--- src/rtl/rf_writeback_arbiter_if.sv ---
// Writeback bundle: ALU/LSU result handshakes, issue/flush, busy queries and RF write port.
interface rf_writeback_arbiter_if #(
  parameter int ADDR_WIDTH = 5,
  parameter int DATA_WIDTH = 32
);
  logic                  alu_valid;
  logic                  alu_ready;
  logic [ADDR_WIDTH-1:0] alu_rd;
  logic [DATA_WIDTH-1:0] alu_data;
  logic                  lsu_valid;
  logic                  lsu_ready;
  logic [ADDR_WIDTH-1:0] lsu_rd;
  logic [DATA_WIDTH-1:0] lsu_data;
  logic                  issue_en;
  logic [ADDR_WIDTH-1:0] issue_rd;
  logic                  flush;
  logic [ADDR_WIDTH-1:0] rs1_addr;
  logic                  rs1_busy;
  logic [ADDR_WIDTH-1:0] rs2_addr;
  logic                  rs2_busy;
  logic                  rf_wen;
  logic [ADDR_WIDTH-1:0] rf_waddr;
  logic [DATA_WIDTH-1:0] rf_wdata;

  // Arbiter side
  modport slave (
    input  alu_valid, alu_rd, alu_data,
    input  lsu_valid, lsu_rd, lsu_data,
    input  issue_en, issue_rd, flush, rs1_addr, rs2_addr,
    output alu_ready, lsu_ready, rs1_busy, rs2_busy,
    output rf_wen, rf_waddr, rf_wdata
  );

  // Pipeline / register-file side
  modport master (
    output alu_valid, alu_rd, alu_data,
    output lsu_valid, lsu_rd, lsu_data,
    output issue_en, issue_rd, flush, rs1_addr, rs2_addr,
    input  alu_ready, lsu_ready, rs1_busy, rs2_busy,
    input  rf_wen, rf_waddr, rf_wdata
  );
endinterface

--- src/rtl/rf_writeback_arbiter.sv ---
// Writeback arbiter: round-robin ALU/LSU onto one registered RF write port,
// plus a per-register busy scoreboard for issue-stage operand stalls.
module rf_writeback_arbiter #(
  parameter int ADDR_WIDTH = 5,
  parameter int DATA_WIDTH = 32
) (
  input logic                    clk,
  input logic                    rst,
  rf_writeback_arbiter_if.slave  wb
);
  localparam int NREG = 2**ADDR_WIDTH;

  typedef enum logic {PRIO_LSU, PRIO_ALU} prio_e;

  prio_e                 prio_q, prio_d;
  logic [NREG-1:0]       busy_q, busy_d;
  logic                  wen_q, wen_d;
  logic [ADDR_WIDTH-1:0] waddr_q, waddr_d;
  logic [DATA_WIDTH-1:0] wdata_q, wdata_d;
  logic                  accept_open;
  logic                  grant_alu, grant_lsu;

  // Grant selection and priority rotation; only a contested grant flips priority
  always_comb begin
    accept_open = !rst && !wb.flush;
    grant_alu   = accept_open && wb.alu_valid && (!wb.lsu_valid || prio_q == PRIO_ALU);
    grant_lsu   = accept_open && wb.lsu_valid && (!wb.alu_valid || prio_q == PRIO_LSU);
    prio_d      = prio_q;
    if (grant_alu && wb.lsu_valid) begin
      prio_d = PRIO_LSU;
    end else if (grant_lsu && wb.alu_valid) begin
      prio_d = PRIO_ALU;
    end
  end

  // Next output write; rd==0 is accepted but never enables the RF write
  always_comb begin
    wen_d   = 1'b0;
    waddr_d = waddr_q;
    wdata_d = wdata_q;
    if (grant_alu) begin
      wen_d   = |wb.alu_rd;
      waddr_d = wb.alu_rd;
      wdata_d = wb.alu_data;
    end else if (grant_lsu) begin
      wen_d   = |wb.lsu_rd;
      waddr_d = wb.lsu_rd;
      wdata_d = wb.lsu_data;
    end
  end

  // Scoreboard next state: clear on commit, then set on issue so a same-edge set wins
  always_comb begin
    busy_d = busy_q;
    if (wen_q) begin
      busy_d[waddr_q] = 1'b0;
    end
    if (wb.issue_en && !wb.flush && (wb.issue_rd != '0)) begin
      busy_d[wb.issue_rd] = 1'b1;
    end
    if (wb.flush) begin
      busy_d = '0;
    end
    busy_d[0] = 1'b0;
  end

  // State registers
  always_ff @(posedge clk) begin
    if (rst) begin
      prio_q  <= PRIO_LSU;
      busy_q  <= '0;
      wen_q   <= 1'b0;
      waddr_q <= '0;
      wdata_q <= '0;
    end else begin
      prio_q  <= prio_d;
      busy_q  <= busy_d;
      wen_q   <= wen_d;
      waddr_q <= waddr_d;
      wdata_q <= wdata_d;
    end
  end

  assign wb.alu_ready = grant_alu;
  assign wb.lsu_ready = grant_lsu;
  assign wb.rs1_busy  = busy_q[wb.rs1_addr];
  assign wb.rs2_busy  = busy_q[wb.rs2_addr];
  assign wb.rf_wen    = wen_q;
  assign wb.rf_waddr  = waddr_q;
  assign wb.rf_wdata  = wdata_q;
endmodule

--- src/flat_wrapper.sv ---
// flat-port wrapper written by rule: the top's interface ports become plain ports
module rf_writeback_arbiter_flat 
#(
  parameter int ADDR_WIDTH = 5,
  parameter int DATA_WIDTH = 32
)
  (clk, rst, wb_alu_valid, wb_alu_rd, wb_alu_data, wb_lsu_valid, wb_lsu_rd, wb_lsu_data, wb_issue_en, wb_issue_rd, wb_flush, wb_rs1_addr, wb_rs2_addr, wb_alu_ready, wb_lsu_ready, wb_rs1_busy, wb_rs2_busy, wb_rf_wen, wb_rf_waddr, wb_rf_wdata);
  rf_writeback_arbiter_if #(.ADDR_WIDTH(ADDR_WIDTH), .DATA_WIDTH(DATA_WIDTH)) wb_i ();
  input logic clk;
  input logic rst;
  input wire logic [$bits(wb_i.alu_valid)-1:0] wb_alu_valid;
  input wire logic [$bits(wb_i.alu_rd)-1:0] wb_alu_rd;
  input wire logic [$bits(wb_i.alu_data)-1:0] wb_alu_data;
  input wire logic [$bits(wb_i.lsu_valid)-1:0] wb_lsu_valid;
  input wire logic [$bits(wb_i.lsu_rd)-1:0] wb_lsu_rd;
  input wire logic [$bits(wb_i.lsu_data)-1:0] wb_lsu_data;
  input wire logic [$bits(wb_i.issue_en)-1:0] wb_issue_en;
  input wire logic [$bits(wb_i.issue_rd)-1:0] wb_issue_rd;
  input wire logic [$bits(wb_i.flush)-1:0] wb_flush;
  input wire logic [$bits(wb_i.rs1_addr)-1:0] wb_rs1_addr;
  input wire logic [$bits(wb_i.rs2_addr)-1:0] wb_rs2_addr;
  output wire logic [$bits(wb_i.alu_ready)-1:0] wb_alu_ready;
  output wire logic [$bits(wb_i.lsu_ready)-1:0] wb_lsu_ready;
  output wire logic [$bits(wb_i.rs1_busy)-1:0] wb_rs1_busy;
  output wire logic [$bits(wb_i.rs2_busy)-1:0] wb_rs2_busy;
  output wire logic [$bits(wb_i.rf_wen)-1:0] wb_rf_wen;
  output wire logic [$bits(wb_i.rf_waddr)-1:0] wb_rf_waddr;
  output wire logic [$bits(wb_i.rf_wdata)-1:0] wb_rf_wdata;
  assign wb_i.alu_valid = wb_alu_valid;
  assign wb_i.alu_rd = wb_alu_rd;
  assign wb_i.alu_data = wb_alu_data;
  assign wb_i.lsu_valid = wb_lsu_valid;
  assign wb_i.lsu_rd = wb_lsu_rd;
  assign wb_i.lsu_data = wb_lsu_data;
  assign wb_i.issue_en = wb_issue_en;
  assign wb_i.issue_rd = wb_issue_rd;
  assign wb_i.flush = wb_flush;
  assign wb_i.rs1_addr = wb_rs1_addr;
  assign wb_i.rs2_addr = wb_rs2_addr;
  assign wb_alu_ready = wb_i.alu_ready;
  assign wb_lsu_ready = wb_i.lsu_ready;
  assign wb_rs1_busy = wb_i.rs1_busy;
  assign wb_rs2_busy = wb_i.rs2_busy;
  assign wb_rf_wen = wb_i.rf_wen;
  assign wb_rf_waddr = wb_i.rf_waddr;
  assign wb_rf_wdata = wb_i.rf_wdata;
  rf_writeback_arbiter #(.ADDR_WIDTH(ADDR_WIDTH), .DATA_WIDTH(DATA_WIDTH)) u_core (.clk(clk), .rst(rst), .wb(wb_i));
endmodule
--- config.mk ---
export PLATFORM = sky130hd
export DESIGN_NAME = rf_writeback_arbiter_flat
export DESIGN_NICKNAME = d
export VERILOG_FILES = /design/src/rtl/rf_writeback_arbiter_if.sv /design/src/rtl/rf_writeback_arbiter.sv /design/src/flat_wrapper.sv
export SDC_FILE = /design/constraint.sdc
export NUM_CORES = 1
export LEC_CHECK = 0
export CAP_MARGIN = 10
export CORE_UTILIZATION = 40
export DETAILED_ROUTE_END_ITERATION = 6
export GPL_ROUTABILITY_DRIVEN = 0
export PLACE_DENSITY = 0.81
export SYNTH_ARGS = -nofsm -noshare
export SYNTH_HDL_FRONTEND = slang
export SYNTH_SLANG_ARGS = --single-unit
--- constraint.sdc ---
create_clock -name clk -period 2.5 [get_ports clk]
set_input_delay 0.75 -clock clk [delete_from_list [all_inputs] [get_ports clk]]
set_output_delay 0.75 -clock clk [all_outputs]
set_load 0.05 [all_outputs]
==> metrics.cfg, run 1 <==
[run_status]
outcome=complete, but fails checks
violations=negative setup slack

[sta]
worst_slack_ps=-193.5
fin_crit_sh_pct=107.7
setup_viol=2
period_minus_slack_ps=2694
fmax_ghz=0.3713
drv_slew=0
final.setup_skew_ps=12.65
timing.hold.ws_ps=498.8
setup-tns-final_ps=-286.7
worst_slew_pin_slew_ps=703.1
hold_viol_final=0
rsz0062_at_grt=yes
slew_headroom_pct=53.13

[worst_setup_path]
reg2reg_from=u_core.prio_q$_SDFFE_PP0P_
reg2reg_depth=5
start_kind=primary input
crit_slowest_cell=mux4_2
cp-end-kind=output pin
critical_path.max_stage_delay_ps=510
cp.buffers_inverters=2
cp_max_fo=4
r2r-end=u_core.wb.rf_wdata[0]$_SDFFE_PP0P_
cp_num_cells=6
cp.arrival_ps=1940
crit_type=primary input to output pin
cp-endpoint=wb_rs2_busy
rrSetupSlack_ps=860
worstPathCellList=buf_8 -> mux4_2 -> nand2b_4 -> o211ai_1 -> nand4_1 -> buf_6
critPathTopFamily=multiplexers
cp_data_required_time_ps=1750
crit_start=wb_rs2_addr[0]

[routing]
first_pass_iters=5
wl_mm=11.20
vias_per_cell=5.616
drt-initial-drc-count=138
wl_per_cell_um=16.71
num_vias=3763
postRouteAntennaNets=0
drc_errors=0

[floorplan]
pin_count=137
die_w_um=96.95
coreArea_um2=8721
initial_utilization_pct=41.35
dieArea_um2=9398
die_y_um=96.95
rows=34

[yosys]
synth_top_family_by_area=compound AO/OA/AOI/OAI gates
synth_edf_count=0
synth_top_area_cell=dfxtp_1
synth_compound_area_share_pct=19.47
postSynthCellCount=413
synth.area.mux_share_pct=19.01
synthTopCellsByCount=70 x dfxtp_1, 55 x mux2i_1, 47 x nor2_1
ys_seq_area_share_pct=38.86
yosys.area_share.simple_pct=18.25
yosysTopAreaCellShare_pct=38.86
synth_area_leaders=dfxtp_1 39%, mux2i_1 15%, a211oi_1 8.1%
synth-seq-cells=70
synthAdderAreaFrac_pct=0
synth.net_count=508
synthFlopType=dfxtp_1
syn_avg_cell_area_um2=8.731
ys_warn_count=0
synth_most_common_cell=dfxtp_1
synth.cell_area_um2=3606
async_flop_share_pct=0
synth-xor-area-share_pct=0.2429
yosysUniqueCellTypes=37

[layout]
drive_gt1_share_pct=14.06
final_util_pct=63.54
nFillCells=706
area_growth_pct=53.68
antennaDiodeCount=0
nNetsFinal=652
fin_area_um2=5542

[clocking]
clk_pin_slew_worst_paths_ps=70
postCtsSetupBuffers=0
cts_buffer_depth=2
tritoncts=done
cts.sinks=70
root_buffer=clkbuf_8
worst_skew_pair.late_latency_ps=350
numCtsBuffers=9
postCtsHoldBufs=0
htree_levels=3

[power_and_ir_drop]
p_per_area_nw_per_um2=516.2
p_total_mw=2.860
p_leak_nw=2.214
peakVddDrop_v=0.0003047

[placed_design]
dp_hpwl_mm=8.224
portBuffers=136
dpl_cell_area_um2=5223

[global_routing]
grt_pass1_wl_mm=18.20
grt_pass1_vias=3911
gr-usage-all-layers_pct=23.88
antenna_found_initial=0
grt_max_degree=76
grt_overflow=0

[flow_run]
maxCapViolations=0

[worst_hold_path]
hp-class=flip-flop to flip-flop
holdPathStages=2

-- through the flow --
| stage | setup WS [ps] | std cells |
|---|---|---|
| after floorplan | -299.8 | 413 |
| after global placement | -688.5 | 652 |
| after detailed placement | -707.1 | 652 |
| after CTS | -146.2 | 670 |
| after global routing | -268.7 | 670 |
| final | -193.5 | 670 |
-- metal layers --
layer  wire length [um]  vias to the layer above  global-route usage, %
li1                   -                     1793                      -
met1               4358                     1773                  26.46
met2               5516                      177                  41.17
met3               1138                       20                  9.393
met4                184                        0                  8.726
met5                  0                        -                      0
-- tightest hold or removal path: stages, from the launching register on --
cell	delay [ps]
dfxtp_1	320
o21ai_0	70
a21oi_1	60
-- layout by cell type, fill, tap and decap left out, types with 3 or more instances in the layout --
| cell | count |
|---|---|
| clkdlybuf4s50_1 | 120 |
| dfxtp_1 | 70 |
| mux2i_1 | 54 |
| nor2_1 | 46 |
| a211oi_1 | 38 |
| a21oi_1 | 37 |
| nand2_1 | 36 |
| o21ai_0 | 31 |
| buf_4 | 24 |
| nand3_1 | 10 |
| clkbuf_8 | 9 |
| mux4_2 | 6 |
| nand3b_1 | 6 |
| buf_12 | 5 |
| a22oi_1 | 4 |
| dlygate4sd2_1 | 4 |
| nand2b_1 | 3 |
| nand2b_4 | 3 |
| nor2b_1 | 3 |
| nor3b_1 | 3 |
| buf_2 | 3 |
-- worst min-delay path by stage --
stage	start	to
after CTS	u_core.busy_q[12]$_SDFF_PP0_	u_core.busy_q[12]$_SDFF_PP0_
after global routing	u_core.busy_q[8]$_SDFF_PP0_	u_core.busy_q[8]$_SDFF_PP0_
after floorplan	u_core.busy_q[18]$_SDFF_PP0_	u_core.busy_q[18]$_SDFF_PP0_
after detailed placement	u_core.busy_q[12]$_SDFF_PP0_	u_core.busy_q[12]$_SDFF_PP0_
after global placement	u_core.busy_q[8]$_SDFF_PP0_	u_core.busy_q[8]$_SDFF_PP0_
final	u_core.busy_q[12]$_SDFF_PP0_	u_core.busy_q[12]$_SDFF_PP0_
-- cell families (layout without fill, tap and decap cells) --
family / after synthesis / in the layout
compound gates: 116 / 116
xor+xnor: 1 / 1
buf+inv: 34 / 183
flops: 70 / 70
mux: 61 / 61
simple gates: 131 / 131
-- where the power goes --
| part | switching, mW | internal (mW) |
|---|---|---|
| sequential | 0.0303 | 1.16 |
| combinational | 0.341 | 0.322 |
| clock | 0.447 | 0.565 |
-- repair_timing --
| action | in CTS | in global routing |
|---|---|---|
| endpoints found under the hold margin | 0 | 0 |
| setup endpoints to repair | 4 | 4 |
| gates resized for setup | 41 | 3 |
| gates cloned | 2 | 0 |
| pin swaps | 6 | 5 |
-- layout make-up --
cell class                 count  area [um^2]  area share (%)
clock buffer                   9        123.9           2.235
inverter                       4        15.01          0.2709
timing repair buffer         163         1660           29.96
sequential                    70         1401           25.29
multi-input combinational    309         2108           38.04
clock inverter                 7        97.59           1.761
tap                          108        135.1           2.438
-- sequential cells by signal, summed over array words and instances, names as in the netlist --
signal,flops
u_core.busy_q,31
u_core.prio_q,1
u_core.wb.rf_waddr,5
u_core.wb.rf_wdata,32
u_core.wb.rf_wen,1
(Power assumes the default switching activity.)
==> inputs of run 2 (changes only) <==
Settings changed: CORE_MARGIN set to 1.
==> results of run 2 <==
The final DEF is identical to that of run 1; final timing and power are the same.
==> patch: new RTL, settings of run 2 <==
`ADDR_WIDTH` is set to 5 in 3 places; all go to 7.
--- a/src/rtl/rf_writeback_arbiter_if.sv
+++ b/src/rtl/rf_writeback_arbiter_if.sv
@@ -2,3 +2,3 @@
 interface rf_writeback_arbiter_if #(
-  parameter int ADDR_WIDTH = 5,
+  parameter int ADDR_WIDTH = 7,
   parameter int DATA_WIDTH = 32
--- a/src/rtl/rf_writeback_arbiter.sv
+++ b/src/rtl/rf_writeback_arbiter.sv
@@ -3,3 +3,3 @@
 module rf_writeback_arbiter #(
-  parameter int ADDR_WIDTH = 5,
+  parameter int ADDR_WIDTH = 7,
   parameter int DATA_WIDTH = 32
--- a/src/flat_wrapper.sv
+++ b/src/flat_wrapper.sv
@@ -3,3 +3,3 @@
 #(
-  parameter int ADDR_WIDTH = 5,
+  parameter int ADDR_WIDTH = 7,
   parameter int DATA_WIDTH = 32
Ports: changed (6 resized); port bits go from 137 to 149. The function was not compared with the original's and may differ.
==> patch against run 2 <==
  * The flow finishes with violations (design-rule violations, negative setup slack)
  * Design area is 130% higher
  * Setup slack worse by 540 ps
  * Via count grew to 2.6 times the old value
  * Synthesized area grew 140%
  * Largest power group unchanged
  * First-iteration DRC count grew to 9.3 times the old value
  * Non-clock buffer count rose by 121
  * Sequential share of layout area up 1.3 points
  * Register-to-register slack got worse by 360 ps
  * Combinational power increased by 70%
  * Wire length rose to 3.1 times the old value
  * Highest routed layer unchanged
  * Sequential cell count grew 98
  * Maximum frequency fell by 17%
  * Clock skew rose by 3.5 ps
  * Total power grew 130%
  * Critical endpoint unchanged
==> patch: results (changes against run 2) <==
Run status
The flow ran to the end, but the final reports show violations. The checks that failed: design-rule violations, negative setup slack.

Route
The count of unresolved DRC violations after routing is 3 (+3). The routed via count divided by cell count was 6.460 (+15%). The wire length per cell after detailed routing was 22.80 um (+36%). The number of optimization iterations in the first detailed-route pass is 7 (+2).

STA
The number of failing setup endpoints in the final timing report is 2 (unchanged). The largest clock skew in the final design was 16.18 ps (+3.529 ps). The post-route worst setup slack is -731.0 ps (-537.4 ps). The max-slew headroom at the worst pin was 39.92% (-13 points).

The final total negative setup slack came to -1450 ps (-1164 ps).

Place
The HPWL reported at the end of detailed placement is 22690 um (+180%). The post-placement setup slack is -1232 ps (-524.7 ps).

Clock network
The number of H-tree levels was 4 (+1). The number of CTS-inserted buffers was 17 (+8).

Global route
The number of global-route vias before repair was 9744 (+150%). The first-pass GRT wire length is 52810 um (+190%). The total track usage is 31.63% (+7.7 points).

Synthesis
The post-synthesis net count is 1123 (+120%). After synthesis, the cell types taking the most area are sky130_fd_sc_hd__dfxtp_1 38%, sky130_fd_sc_hd__mux4_2 14%, sky130_fd_sc_hd__a21oi_1 9.1%. The commonest cells after synthesis are 185 x sky130_fd_sc_hd__nand2_1, 168 x sky130_fd_sc_hd__dfxtp_1, 159 x sky130_fd_sc_hd__a21oi_1.

The number of different library cells in the post-synthesis netlist came to 40 (+8.1%). The sequential fraction of the synthesis area was 38.43% (-0.43 points).

Setup path
The biggest fanout along the worst timing path was 7 (+3). The highest cell delay on the worst timing path is 360 ps (-150 ps). The top cell family by delay on the critical path is buffers and inverters. The arrival time at the worst endpoint was 2480 ps (+540 ps).

Layout
The number of fill cells is 1708 (+140%). The share of post-route cells with drive strength above 1 is 22.77% (+8.7 points). The flip-flop count of the largest register after layout was 127 (+300%).

Power
The total leakage power is 4.269 nW (+93%).
-- patch: cell count changes after synthesis, moves of 24 or more --
| cell | change |
|---|---|
| sky130_fd_sc_hd__dfxtp_1 | +98 |
| sky130_fd_sc_hd__o21ai_0 | +97 |
| sky130_fd_sc_hd__a211oi_1 | -26 |
| sky130_fd_sc_hd__mux2i_1 | -24 |
| sky130_fd_sc_hd__a21oi_1 | +122 |
| sky130_fd_sc_hd__a22oi_1 | +30 |
| sky130_fd_sc_hd__clkbuf_1 | +51 |
| sky130_fd_sc_hd__nand2_1 | +149 |
| sky130_fd_sc_hd__mux4_2 | +50 |
-- patch: logic make-up (layout without fill, tap and decap cells) --
group | after synthesis | in the layout | share of synthesized area (%)
xor+xnor | 1 | 1 | 0.1001
flops | 168 | 168 | 38.43
compound gates | 360 | 360 | 23.06
mux | 93 | 93 | 18.73
buf+inv | 83 | 321 | 3.717
simple gates | 313 | 313 | 15.96
-- patch: area by class of cell --
class / count / area share [%]
multi-input cells: 767 / 42.03
flip-flops and latches: 168 / 26.58
repair buffers: 284 / 23.84
clock buffers: 21 / 3.719
well taps: 275 / 2.720
clock inverters: 11 / 0.9593
inverters: 5 / 0.1484
-- patch: metrics by stage --
step | cells | util (%)
after floorplan | 1018 | -
after global placement | 1487 | 54.66
after detailed placement | 1487 | 54.66
after CTS | 1530 | 59.12
after global routing | 1531 | 59.62
final | 1531 | 59.62
-- patch: worst paths after layout --
path	end	slack, ps	depth (start not counted)	from
hold / removal	u_core.wb.rf_wdata[21]	450	2	u_core.wb.rf_wdata[21]
setup / recovery	wb_rs2_busy	-730	10	wb_rs2_addr[0]
hold reg to reg	u_core.wb.rf_wdata[21]	450	2	u_core.wb.rf_wdata[21]
setup reg to reg	u_core.busy_q[48]	500	4	u_core.wb.rf_wen
-- patch: what timing repair did --
item | in CTS | in global routing
setup buffers | 9 | 3
resized for setup | 71 | 25
gates cloned | 4 | 0
endpoints found under the setup margin | 5 | 4
hold buffers | 0 | 0
pin swaps | 23 | 11
-- patch: worst min-delay path, cell delays in order (launching register included) --
cell and delay, ps:
sky130_fd_sc_hd__dfxtp_1 310, sky130_fd_sc_hd__nand2_1 50, sky130_fd_sc_hd__a21oi_1 50
-- patch: layer usage --
metal  part of all wire, %  vias to the layer above  wire length [um]  global-route usage, %
li1                      -                     4193                 -                      -
met1                    33                     4557             11690                  36.00
met2                    45                      913             15740                  49.81
met3                    14                      228              4970                  11.86
met4                   7.2                        0              2503                  20.20
met5                     0                        -                 0                      0
-- patch: power breakdown --
| part | internal [mW] | switching [mW] | total [mW] |
|---|---|---|---|
| clock | 1.55 | 1.13 | 2.68 |
| combinational | 0.527 | 0.600 | 1.13 |
| sequential | 2.71 | 0.0293 | 2.74 |
